## src/rtl/shift_sequencer.sv

```systemverilog
// Shared iterative shifter for two requesters: round-robin grant, one bit per
// clock, result returned over a valid/ready channel tagged with the owner id.
module shift_sequencer #(
  parameter int WIDTH = 16,
  parameter int SHW   = 4
) (
  input  logic             clk,
  input  logic             rst_n,
  input  logic             req0_valid,
  output logic             req0_ready,
  input  logic [1:0]       req0_op,
  input  logic [WIDTH-1:0] req0_data,
  input  logic [SHW-1:0]   req0_shamt,
  input  logic             req1_valid,
  output logic             req1_ready,
  input  logic [1:0]       req1_op,
  input  logic [WIDTH-1:0] req1_data,
  input  logic [SHW-1:0]   req1_shamt,
  output logic             resp_valid,
  input  logic             resp_ready,
  output logic             resp_id,
  output logic [WIDTH-1:0] resp_data
);

  typedef enum logic [1:0] {S_IDLE, S_SHIFT, S_DONE} state_t;

  localparam logic [1:0] OP_SLL = 2'b00;
  localparam logic [1:0] OP_SRL = 2'b01;
  localparam logic [1:0] OP_SRA = 2'b10;
  localparam logic [1:0] OP_ROL = 2'b11;

  state_t           state_q, state_d;
  logic             last_grant_q, last_grant_d;
  logic [1:0]       op_q, op_d;
  logic [WIDTH-1:0] work_q, work_d;
  logic [SHW-1:0]   cnt_q, cnt_d;
  logic             id_q, id_d;
  logic             resp_valid_q, resp_valid_d;
  logic [WIDTH-1:0] resp_data_q, resp_data_d;
  logic             resp_id_q, resp_id_d;

  logic             grant0, grant1;
  logic             accept, sel;
  logic [1:0]       acc_op;
  logic [WIDTH-1:0] acc_data;
  logic [SHW-1:0]   acc_shamt;
  logic [WIDTH-1:0] shifted;

  // On a tie, last_grant_q names the loser-to-be; it resets to 1 so port 0 wins first.
  assign grant0     = req0_valid & (~req1_valid | last_grant_q);
  assign grant1     = req1_valid & (~req0_valid | ~last_grant_q);
  assign req0_ready = (state_q == S_IDLE) & grant0;
  assign req1_ready = (state_q == S_IDLE) & grant1;

  assign accept    = (req0_valid & req0_ready) | (req1_valid & req1_ready);
  assign sel       = req1_ready;
  assign acc_op    = sel ? req1_op    : req0_op;
  assign acc_data  = sel ? req1_data  : req0_data;
  assign acc_shamt = sel ? req1_shamt : req0_shamt;

  assign resp_valid = resp_valid_q;
  assign resp_data  = resp_data_q;
  assign resp_id    = resp_id_q;

  always_comb begin
    shifted = work_q;
    case (op_q)
      OP_SLL:  shifted = {work_q[WIDTH-2:0], 1'b0};
      OP_SRL:  shifted = {1'b0, work_q[WIDTH-1:1]};
      OP_SRA:  shifted = {work_q[WIDTH-1], work_q[WIDTH-1:1]};
      OP_ROL:  shifted = {work_q[WIDTH-2:0], work_q[WIDTH-1]};
      default: shifted = work_q;
    endcase
  end

  always_comb begin
    state_d      = state_q;
    last_grant_d = last_grant_q;
    op_d         = op_q;
    work_d       = work_q;
    cnt_d        = cnt_q;
    id_d         = id_q;
    resp_valid_d = resp_valid_q;
    resp_data_d  = resp_data_q;
    resp_id_d    = resp_id_q;
    case (state_q)
      S_IDLE: begin
        if (accept) begin
          op_d         = acc_op;
          work_d       = acc_data;
          cnt_d        = acc_shamt;
          id_d         = sel;
          last_grant_d = sel;
          if (acc_shamt == '0) begin
            state_d      = S_DONE;
            resp_valid_d = 1'b1;
            resp_data_d  = acc_data;
            resp_id_d    = sel;
          end else begin
            state_d = S_SHIFT;
          end
        end
      end
      S_SHIFT: begin
        work_d = shifted;
        cnt_d  = cnt_q - {{(SHW-1){1'b0}}, 1'b1};
        if (cnt_q == {{(SHW-1){1'b0}}, 1'b1}) begin
          state_d      = S_DONE;
          resp_valid_d = 1'b1;
          resp_data_d  = shifted;
          resp_id_d    = id_q;
        end
      end
      S_DONE: begin
        if (resp_ready) begin
          state_d      = S_IDLE;
          resp_valid_d = 1'b0;
        end
      end
      default: state_d = S_IDLE;
    endcase
  end

  always_ff @(posedge clk or negedge rst_n) begin
    if (!rst_n) begin
      state_q      <= S_IDLE;
      last_grant_q <= 1'b1;
      op_q         <= 2'b00;
      work_q       <= '0;
      cnt_q        <= '0;
      id_q         <= 1'b0;
      resp_valid_q <= 1'b0;
      resp_data_q  <= '0;
      resp_id_q    <= 1'b0;
    end else begin
      state_q      <= state_d;
      last_grant_q <= last_grant_d;
      op_q         <= op_d;
      work_q       <= work_d;
      cnt_q        <= cnt_d;
      id_q         <= id_d;
      resp_valid_q <= resp_valid_d;
      resp_data_q  <= resp_data_d;
      resp_id_q    <= resp_id_d;
    end
  end

endmodule

```

## config.mk

```make
export PLATFORM = sky130hd
export DESIGN_NAME = shift_sequencer
export DESIGN_NICKNAME = d
export VERILOG_FILES = /design/src/rtl/shift_sequencer.sv
export SDC_FILE = /design/constraint.sdc
export NUM_CORES = 1
export LEC_CHECK = 0
export CORE_UTILIZATION = 49
export DETAILED_ROUTE_END_ITERATION = 8
export DONT_BUFFER_PORTS = 1
export PLACE_DENSITY = 0.72
export SLEW_MARGIN = 20
export SYNTH_ARGS = -nofsm -noshare
export SYNTH_HDL_FRONTEND = slang
export SYNTH_SLANG_ARGS = --single-unit
```

## constraint.sdc

```tcl
create_clock -name clk -period 2 [get_ports clk]
set_input_delay 0.2 -clock clk [delete_from_list [all_inputs] [get_ports clk]]
set_output_delay 0.2 -clock clk [all_outputs]
set_load 0.005 [all_outputs]
```

Yosys cells after proc, flatten, opt, wreduce, memory -nomap -nowiden
Index checks and enable logic that the tools add are counted.
{"block": "classes", "n_addsub": 1, "reduce_logical": 10, "muxes": 26, "bitwise_logic": 12, "eq_ne": 10}
{"operator": "two-way mux 16 bit", "count": 5}
{"operator": "one-hot mux 16 bit (2 select lines)", "count": 2}
{"operator": "one-hot mux 16 bit (4 select lines)", "count": 1}
{"operator": "two-way mux 2 bit", "count": 5}
{"operator": "two-way mux 4 bit", "count": 2}
{"operator": "one-hot mux 4 bit (2 select lines)", "count": 1}
{"operator": "two-way mux 1 bit", "count": 7}
{"operator": "bitwise AND 1 bit", "count": 6}
{"operator": "== test 2 bit (second input constant)", "count": 3}
{"operator": "!= test 2 bit (second input constant)", "count": 3}
{"operator": "one-hot mux 2 bit (3 select lines)", "count": 1}
{"operator": "AND reduction 5 bit", "count": 1}
{"operator": "== test 2 x 1 -> 1 bit (second input constant)", "count": 2}
{"operator": "== test 4 x 1 -> 1 bit (second input constant)", "count": 1}
{"operator": "logical NOT 2 bit", "count": 2}
{"operator": "logical NOT 4 bit", "count": 1}
{"operator": "AND reduction 2 bit", "count": 2}
{"operator": "AND reduction 4 bit", "count": 1}
{"operator": "subtractor 4 x 1 -> 4 bit (second input constant)", "count": 1}
{"operator": "NOT 1 bit", "count": 3}
{"operator": "OR 1 bit", "count": 3}
{"operator": "one-hot mux 1 bit (3 select lines)", "count": 1}
{"operator": "AND reduction 3 bit", "count": 1}
{"operator": "nonzero test 3 bit", "count": 1}
{"operator": "3 further kinds", "count": 3}
{"block": "word_totals", "ff_bits": 44, "in_bits": 49, "out_inout_bits": 20}

Depth between registers and ports, before layout
{"block": "logic_depth", "word_depth": 9, "depth_mapped": 7, "mapped_depth_nobuf": 5}

Worst setup path before layout
OpenSTA, ideal clock, no wires.
{"block": "synth_path", "kind": "register to register", "start": "register last_grant_q", "end": "register resp_data_q[10], in the netlist resp_data[10]", "path_buffers": 1, "setup_time_ps": 125, "period_less_slack_ps": 1910, "path_stages_with_launch": 6, "setup_slack_ps": 90, "required_time_ps": 1875, "arrival_ps": 1785, "cell_sequence": "dfstp_2 a21bo_4 mux2_4 o211ai_4 buf_12 mux2_4"}
{"block": "synth_between", "elab_chain_len": 8, "word_cells_on_any_way": 19, "classes_between": "eq/ne (2); mux (5); bitwise (10); reduce/logical (2)"}
{"item": "from (decl)", "line": "33", "rtl": "logic last_grant_q, last_grant_d;"}
{"item": "from (signal assigned)", "line": "137", "rtl": "last_grant_q <= last_grant_d;"}
{"item": "NOT 1 bit", "line": "51", "rtl": "assign grant1 = req1_valid & (~req0_valid | ~last_grant_q);"}
{"item": "OR 1 bit", "line": "51"}
{"item": "bitwise AND 1 bit", "line": "51"}
{"item": "bitwise AND 1 bit", "line": "53", "rtl": "assign req1_ready = (state_q == S_IDLE) & grant1;"}
{"item": "two-way mux 4 bit (tied with other cells)", "line": "59", "rtl": "assign acc_shamt = sel ? req1_shamt : req0_shamt;"}
{"item": "logical NOT 4 bit (tied with other cells)", "line": "94", "rtl": "if (acc_shamt == '0) begin"}
{"item": "!= test 2 x 1 -> 1 bit (no line) (tied with other cells)"}
{"item": "AND reduction 4 bit (no line) / one-hot mux 16 bit (2 select lines) (equally long branches)"}
{"item": "to (signal assigned)", "line": "143", "rtl": "resp_data_q <= resp_data_d;"}
{"item": "to (decl)", "line": "39", "rtl": "logic [WIDTH-1:0] resp_data_q, resp_data_d;"}
Parallel ways exist; a longest one is shown, timed or not. The select of a mux whose other input is x is not followed.
A chain may end at the register's enable or synchronous reset.

Worst setup path after layout
{"block": "layout_path", "start": "register last_grant_q", "end": "register resp_data_q[4], in the netlist resp_data[4]"}
The elaborated chain is that of the path after synthesis.

==> key figures <==
Status
  – Status: finished clean

Global route
  – First-pass GRT wire length: 9.29 mm
  – Initial antenna violation count: 0
  – GR Overflow Total: 0
  – GR Util All Layers: 22.9%
  – Largest net degree at the start of global routing: 45
  – Vias in the first global route: 1,917

Critical path
  – Max FO, Critical Path: 18
  – Critical path capture point type: flip-flop
  – Crit path required time: 2.19 ns
  – Worst EP arrival: 2.10 ns
  – Crit path kind: flip-flop to flip-flop
  – CP startpoint kind: flip-flop
  – Worst-case reg-to-reg path depth: 5

Clock network
  – Bufs on Longest Clock Path: 2
  – CTS buffer count: 5
  – Worst-skew pair later-pin latency: 0.30 ns
  – Htree depth: 2
  – Clock Sinks: 44
  – Reg clk slew, reported paths: 0.08 ns
  – CTS tree: done
  – Clock root buffer: clkbuf_8

STA
  – Final setup violation count: 0
  – Fin Clk Skew: 0.00307 ns
  – RSZ-0062 raised after global routing: false
  – FMAX: 522 MHz
  – Relative slew slack: 58.2%
  – Minimum clock period: 1.91 ns
  – Pins over their slew limit: 0
  – Slew @ Worst Pin: 0.627 ns
  – Hold WS: 0.0180 ns
  – Final period util: 95.7%
  – Final WS setup: 0.0856 ns
  – Final Hold Vio Count: 0

Route
  – DR WL/cell: 18.7 um
  – Pre-antenna DRT Iters: 4
  – DRC: 0
  – Final wirelength: 5.75 mm
  – Detail Route Antenna Nets: 0
  – Avg Vias per Cell: 6.13
  – Initial DRC Count: 154
  – Via count: 1,881

Synthesis
  – Mean Syn Cell Area: 10.9 um2
  – Synth Instances: 228
  – Synth Warn #: 0
  – Post-synthesis sequential area ratio: 44.2%
  – Synth Register Bits: 44
  – Post-synthesis cell area: 2500 um2
  – Top cells by area, synth: dfrtp_1 43%, mux2_2 11%, mux2i_1 6.4%, mux2_4 6.0%, a31oi_1 4.8%
  – Netlist cell types: 37
  – Largest area contributor in the netlist: dfrtp_1
  – Syn nets: 279
  – Synth top area share: 43.1%

Floorplan
  – Core area: 4820 um2
  – Die Area: 5380 um2
  – Die Span Y: 73.4 um
  – IO Count: 69
  – Chip width: 73.4 um
  – Starting Density: 51.8%
  – Rows: 25

Flow run
  – Max-cap violations: 0

Placed design
  – Post-DP Area: 2640 um2
  – Gp weighted congestion: 0.796
  – Post-DP HPWL: 4.06 mm
  – Port Buffers: 0
  – Pre-CTS WS: -0.0443 ns

Final layout
  – # fillers: 419
  – Final nets: 290
  – Ratio of cells with drive above 1 in the final layout: 29.2%
  – Ant diodes: 0
  – Most frequent cells in the layout: 43 x dfrtp_1, 25 x mux2_2, 20 x o21ai_0
  – Commonest non-fill, non-tap cell in the layout: dfrtp_1
  – Design area: 2810 um2
  – Area growth from synthesis to layout: 12.5%

Power and ir drop
  – PwrDens: 1940 nW/um2
  – LEAKAGE: 1.23 nW
  – Max IR drop VDD: 0.923 mV

Min path
  – Min-Delay Path Class: primary input to flip-flop
  – Worst hold stages: 1
-- layer usage --
layer  vias up  track usage (%)  wire length (um)
li1        872                -                 -
met2        73             34.8              2670
met5         -                0                 0
met4         0             8.33                88
met1       927             31.9              2670
met3         9             5.62               325
-- metrics by stage --
step / TNS [ns] / std cells / utilization, % / total power, mW
after floorplan: 0 / 228 / - / 4.07
after CTS: 0 / 305 / 58.0 / 5.45
final: 0 / 307 / 58.3 / 5.44
after global routing: 0 / 307 / 58.3 / 5.82
after global placement: 0 / 295 / 54.9 / 4.71
after detailed placement: -0.167 / 295 / 54.9 / 4.80
-- final timing paths --
path	from	slack, ns	to
min in group asynchronous	rst_n	0.40	cnt_q[3]$_DFFE_PN0P_
min	resp_ready	0.02	state_q[1]$_DFFE_PN0P_
max	last_grant_q$_DFFE_PN1P_	0.09	resp_data[4]$_DFFE_PN0P_
min reg2reg	last_grant_q$_DFFE_PN1P_	0.51	last_grant_q$_DFFE_PN1P_
max reg2reg	last_grant_q$_DFFE_PN1P_	0.09	resp_data[4]$_DFFE_PN0P_
max in group asynchronous	rst_n	1.33	last_grant_q$_DFFE_PN1P_
-- what timing repair did --
item / in CTS / in global routing
buffers inserted: 0 / 2
hold buffers: 2 / 0
endpoints found under the hold margin: 44 / 0
pin swaps: 0 / 1
gates resized for setup: 2 / 0
endpoints found under the setup margin: 20 / 1
-- cell usage after synthesis --
master	instances
o22ai_1	2
o21bai_1	1
a211oi_1	2
a21o_1	1
a21oi_1	3
a22oi_1	15
and3_1	2
clkbuf_1	9
a311o_1	1
a21boi_2	1
nor2_2	1
mux2i_1	16
o211ai_4	1
buf_12	1
mux2_2	25
dfrtp_1	43
a221oi_1	2
xnor2_2	1
o21ai_1	2
nor3_1	2
nor2_1	9
ha_1	2
dfstp_2	1
a31oi_1	19
xor2_1	1
nor4_1	2
or2_2	1
nand3b_1	2
buf_2	5
inv_1	6
a21bo_4	1
nor2b_1	1
nand2_1	14
nand2b_1	2
o31ai_1	1
mux2_4	10
o21ai_0	20
-- registers in the layout (all words and copies together), names as in the netlist --
register	cells
cnt_q	4
id_q	1
last_grant_q	1
op_q	2
resp_data	16
resp_id	1
resp_valid	1
state_q	2
work_q	16
-- critical path, cell delays in order, from the launching register on --
cell and delay [ns]:
dfstp_2 0.59, a21bo_4 0.15, mux2_4 0.33, o211ai_4 0.18, buf_12 0.19, mux2_2 0.35
-- power by group --
group | internal, mW | switching (mW)
Sequential | 1.39 | 0.418
Clock | 0.276 | 0.310
Combinational | 1.63 | 1.43
-- cell families after synthesis --
group / Yosys count / share of synthesized area, %
compound gates: 72 / 19.3
xor+xnor: 2 / 1.00
fa+ha+maj: 2 / 1.00
buf+inv: 21 / 4.06
flops: 44 / 44.2
mux: 51 / 23.7
simple gates: 36 / 6.72
-- area by class of cell --
class / count / area, um2 / share of cell area, %
Timing Repair Buffer: 19 / 190 / 6.77
Tap cell: 67 / 83.8 / 2.99
Clock inverter: 2 / 10.0 / 0.357
Clock buffer: 6 / 82.6 / 2.94
Inverter: 6 / 22.5 / 0.802
Multi-Input combinational cell: 163 / 1320 / 46.9
Sequential cell: 44 / 1100 / 39.3
Note: power is estimated with default switching activity, not from simulation.
